--- src/rtl/crc32_req_arbiter.sv ---
// Shares one byte-serial CRC-32 engine (reflected 0xEDB88320, init/xorout 0xFFFFFFFF) among
// NUM_REQ byte-stream requesters with per-frame round-robin arbitration and a valid/ready result port.
module crc32_req_arbiter #(
    parameter int NUM_REQ = 4,
    parameter int IDW     = 2
) (
    input  logic                 clk,
    input  logic                 rst,
    input  logic [NUM_REQ-1:0]   req_valid,
    input  logic [8*NUM_REQ-1:0] req_data,
    input  logic [NUM_REQ-1:0]   req_last,
    output logic [NUM_REQ-1:0]   req_ready,
    output logic                 crc_valid,
    input  logic                 crc_ready,
    output logic [31:0]          crc_out,
    output logic [IDW-1:0]       crc_id,
    output logic [15:0]          crc_len
);
    localparam int unsigned NR = NUM_REQ;

    typedef enum logic [1:0] {IDLE, BUSY, RESULT} state_t;

    state_t               state, state_nx;
    logic [IDW-1:0]       rr_ptr, grant, arb_sel, grant_inc;
    logic [31:0]          crc_state, crc_next;
    logic [15:0]          byte_cnt, cnt_next;
    logic [7:0]           g_data;
    logic                 g_valid, g_last, accept;
    logic [NUM_REQ-1:0]   grant_oh;

    function automatic logic [31:0] crc_byte(input logic [31:0] c_in, input logic [7:0] d_in);
        logic [31:0] c;
        logic [7:0]  d;
        c = c_in;
        d = d_in;
        for (int unsigned k = 0; k < 8; k++) begin
            c = (c >> 1) ^ (32'hEDB88320 & {32{c[0] ^ d[0]}});
            d = d >> 1;
        end
        return c;
    endfunction

    // First valid requester at or after ptr, wrapping modulo NUM_REQ.
    function automatic logic [IDW-1:0] rr_pick(input logic [NUM_REQ-1:0] v, input logic [IDW-1:0] ptr);
        logic [IDW-1:0] pick;
        logic [IDW:0]   s;
        logic           found;
        pick  = ptr;
        found = 1'b0;
        for (int unsigned i = 0; i < NR; i++) begin
            s = {1'b0, ptr} + (IDW+1)'(i);
            if (s >= (IDW+1)'(NR))
                s = s - (IDW+1)'(NR);
            if (!found && v[s[IDW-1:0]]) begin
                pick  = s[IDW-1:0];
                found = 1'b1;
            end
        end
        return pick;
    endfunction

    always_comb begin
        arb_sel   = rr_pick(req_valid, rr_ptr);
        grant_inc = (grant == IDW'(NR - 1)) ? '0 : grant + IDW'(1);
        g_valid   = req_valid[grant];
        g_last    = req_last[grant];
        g_data    = req_data[{grant, 3'b000} +: 8];
        grant_oh  = '0;
        grant_oh[grant] = 1'b1;
        crc_next  = crc_byte(crc_state, g_data);
        cnt_next  = (&byte_cnt) ? byte_cnt : byte_cnt + 16'd1;
    end

    always_comb begin
        state_nx  = state;
        req_ready = '0;
        accept    = 1'b0;
        case (state)
            IDLE: begin
                if (|req_valid)
                    state_nx = BUSY;
            end
            BUSY: begin
                req_ready = grant_oh;
                accept    = g_valid;
                if (g_valid && g_last)
                    state_nx = RESULT;
            end
            RESULT: begin
                if (crc_ready)
                    state_nx = IDLE;
            end
            default: state_nx = IDLE;
        endcase
    end

    always_ff @(posedge clk) begin
        if (rst)
            state <= IDLE;
        else
            state <= state_nx;
    end

    always_ff @(posedge clk) begin
        if (rst) begin
            rr_ptr    <= '0;
            grant     <= '0;
            crc_state <= '1;
            byte_cnt  <= '0;
            crc_valid <= 1'b0;
            crc_out   <= '0;
            crc_id    <= '0;
            crc_len   <= '0;
        end else begin
            case (state)
                IDLE: begin
                    if (|req_valid)
                        grant <= arb_sel;
                end
                BUSY: begin
                    if (accept) begin
                        crc_state <= crc_next;
                        byte_cnt  <= cnt_next;
                        if (g_last) begin
                            crc_out   <= ~crc_next;
                            crc_len   <= cnt_next;
                            crc_id    <= grant;
                            crc_valid <= 1'b1;
                        end
                    end
                end
                RESULT: begin
                    if (crc_ready) begin
                        crc_valid <= 1'b0;
                        crc_state <= '1;
                        byte_cnt  <= '0;
                        rr_ptr    <= grant_inc;
                    end
                end
                default: ;
            endcase
        end
    end

endmodule

--- config.mk ---
export PLATFORM = sky130hd
export DESIGN_NAME = crc32_req_arbiter
export DESIGN_NICKNAME = d
export VERILOG_FILES = /design/src/rtl/crc32_req_arbiter.sv
export SDC_FILE = /design/constraint.sdc
export NUM_CORES = 1
export LEC_CHECK = 0
export ABC_AREA = 0
export BUFFER_PORTS_ARGS = -buffer_cell sky130_fd_sc_hd__buf_2
export CORE_MARGIN = 1
export CORE_UTILIZATION = 50
export CTS_CLUSTER_DIAMETER = 150
export DETAILED_ROUTE_END_ITERATION = 16
export MAX_ROUTING_LAYER = met4
export PLACE_DENSITY = 0.76
export SLEW_MARGIN = 20
export SYNTH_ARGS = -nofsm -noshare
export SYNTH_HDL_FRONTEND = slang
export SYNTH_SLANG_ARGS = --single-unit
--- constraint.sdc ---
create_clock -name clk -period 3.35 [get_ports clk]
set_clock_uncertainty 0.15 [all_clocks]
set_input_delay 0.1675 -clock clk [delete_from_list [all_inputs] [get_ports clk]]
set_output_delay 0.1675 -clock clk [all_outputs]
set_load 0.1 [all_outputs]
==> reports/metrics.cfg <==
[clocking]
clock_sinks=105
cts_buffers=9
htreeDepth=3
clk_pin_slew_ps=110
cts_tree=built
cts_hold_buf=1
cts_resized=0
clockBufferDepth=2
clk_root_buffer_cell=clkbuf_8
cts_setup_buffers=0
clk_latency_ps=370

[synthesis]
synth.area.top_cells=dfxtp_1 39%, xnor2_1 7.9%, nor2_1 6.0%
postSynthAreaPerCell_um2=9.10
synthCells=596
synth_warnings=0
synthArstFlopShare_pct=0
synth_edf_count=0
syn_area_um2=5420
synthesis.nets=644
yosysSeqAreaShare_pct=38.8
yosys.area.top_type=dfxtp_1
synth_top_area_share_pct=38.8
synth.distinct_cells=48
synth_seq_cells=105
synth_ff_type=dfxtp_1

[die]
die_h_um=106
pin_count=98
die-area_um2=11300
core_um2=10400
start_util_pct=52.0
die-width_um=106
fp-row-count=37

[worst_setup_path]
crit_family=XOR/XNOR gates
cp-startpoint=grant[0]
ff2ff_path_depth=7
cpPeakStageDelay_ps=590
worst-setup-path-type=flip-flop to flip-flop
startpoint_type=flip-flop
crit_buf_inv=1
reg2reg_slack_ps=430
end_kind=flip-flop
cp_max_fo=5
path_cells=buf_4, mux4_2, xnor2_4, xnor3_2, xnor2_2, xnor2_1, a211o_1
r2r-start=grant[0]
timing.rr.end=crc_state[18]
slowest_stage=xnor3_2
cp.required_ps=3460
worstPathArrival_ps=3030

[min_path]
min_path_type=input pin to flip-flop
holdPathEnd=state[0]
hold_start=req_valid[2]
hold_depth=4

[global_routing]
antenna_found_initial=0
grt_use_total_pct=24.4
grt_max_degree=46
overflow=0
grt_pass1_wl_mm=21.0
grt_pass1_vias=4212

[routing]
drt_pass1_iterations=7
vias=4600
wl_mm=12.9
drc=0
ant_nets=0
routed_via_density=5.63
drtIter0Drc=290
post_drt_wl_per_cell_um=15.8

[finish]
drive_gt1_share_pct=23.8
multi_input_area_um2=3130
fin_util_pct=59.9
antenna_cells=0
fin_nets=724
mostFrequentLayoutCells=105 x dfxtp_1, 97 x buf_2, 87 x nor2_1
fillers=909
seqCellArea_um2=2100
post-route-cell-area_um2=6240
final_common_cell=dfxtp_1
synthToLayoutAreaGrowth_pct=15.1

[placement]
dp_hpwl_mm=9.58
portBuffers=97
placed_area_um2=6030
place.gp.congestion=0.916

[sta]
setup-tns-final_ps=0
rsz0062_at_grt=no
slew_headroom_pct=49.7
worst_pin_slew_ps=753
setup_viol=0
slew_viol_final=0
finalCritPeriodShare_pct=87.2
finalHoldViolCount=0
max_freq_mhz=342
layout_min_cycle_time_ps=2920
hold_slack_ps=187

[power]
power_leakage_nw=2.46
vdd_ir_drop_max_v=0.000323
powerDensity_nw_per_um2=699

[flow_run]
max_cap_violations=0

[status]
status=complete, no violations

[metal layers]
| metal | up-vias | track usage (%) | routed length (um) | share of wire [%] |
|---|---|---|---|---|
| li1 | 2235 | - | - | - |
| met1 | 2130 | 34.5 | 5980 | 46 |
| met2 | 216 | 36.0 | 5600 | 43 |
| met3 | 19 | 3.31 | 1150 | 8.9 |
| met4 | 0 | 7.64 | 199 | 1.5 |
| met5 | - | - | 0 | 0 |
[where the power goes]
| group | leakage [nW] | internal (W) | switching [W] |
|---|---|---|---|
| Clock | 0.103 | 0.000357 | 0.000457 |
| Combinational | 1.51 | 0.000753 | 0.00129 |
| Sequential | 0.855 | 0.00139 | 0.000113 |
[synth_stat cells (all sizes together) (6+ instances only)]
cell    instances
o22a           10
nor3           32
dfxtp         105
o21ai          14
or3             6
and3            6
a21oi          40
xor2           28
a211oi         27
nand3          15
clkbuf         33
xnor2          57
nand2          36
nor2           87
buf            10
mux4           11
or2             6
a31oi           7
o21bai         11
[metrics by stage]
step                total power (W)  instances  worst slack [ps]
CTS                         0.00436        817               414
global placement            0.00352        800               495
detailed placement          0.00356        800               444
global route                0.00457        817               336
finish                      0.00436        817               428
floorplan                   0.00315        596               606
[registers in the layout, indices dropped and copies added (netlist names)]
| signal | count |
|---|---|
| crc_out | 32 |
| crc_state | 32 |
| byte_cnt | 16 |
| crc_len | 16 |
| crc_id | 2 |
| grant | 2 |
| rr_ptr | 2 |
| state | 2 |
| crc_valid | 1 |
[worst register-to-register path, stage by stage (launching register included)]
cell and delay (ps):
dfxtp_1 390, buf_4 180, mux4_2 570, xnor2_4 280
xnor3_2 590, xnor2_2 190, xnor2_1 160, a211o_1 300
[final cells by class]
class / count / area share (%)
tap: 136 / 2.73
inverter: 4 / 0.241
clock buffer: 10 / 2.04
timing repair buffer: 112 / 10.0
sequential: 105 / 33.7
multi-input combinational: 444 / 50.1
clock inverter: 6 / 1.16
[worst max-delay path by stage]
stage	to	slack [ps]	cells past startpoint
floorplan	crc_state[18]	610	8
global placement	crc_state[18]	500	7
detailed placement	crc_state[18]	440	7
CTS	crc_state[18]	410	7
global route	crc_state[18]	340	7
finish	crc_state[18]	430	7
[cells by family after synthesis]
family	synth area share (%)
flops	38.8
mux	4.99
compound gates	14.1
simple gates	18.9
buf+inv	3.55
xor+xnor	18.5
fa+ha+maj	1.15
Power figures use the tool's default switching activity.
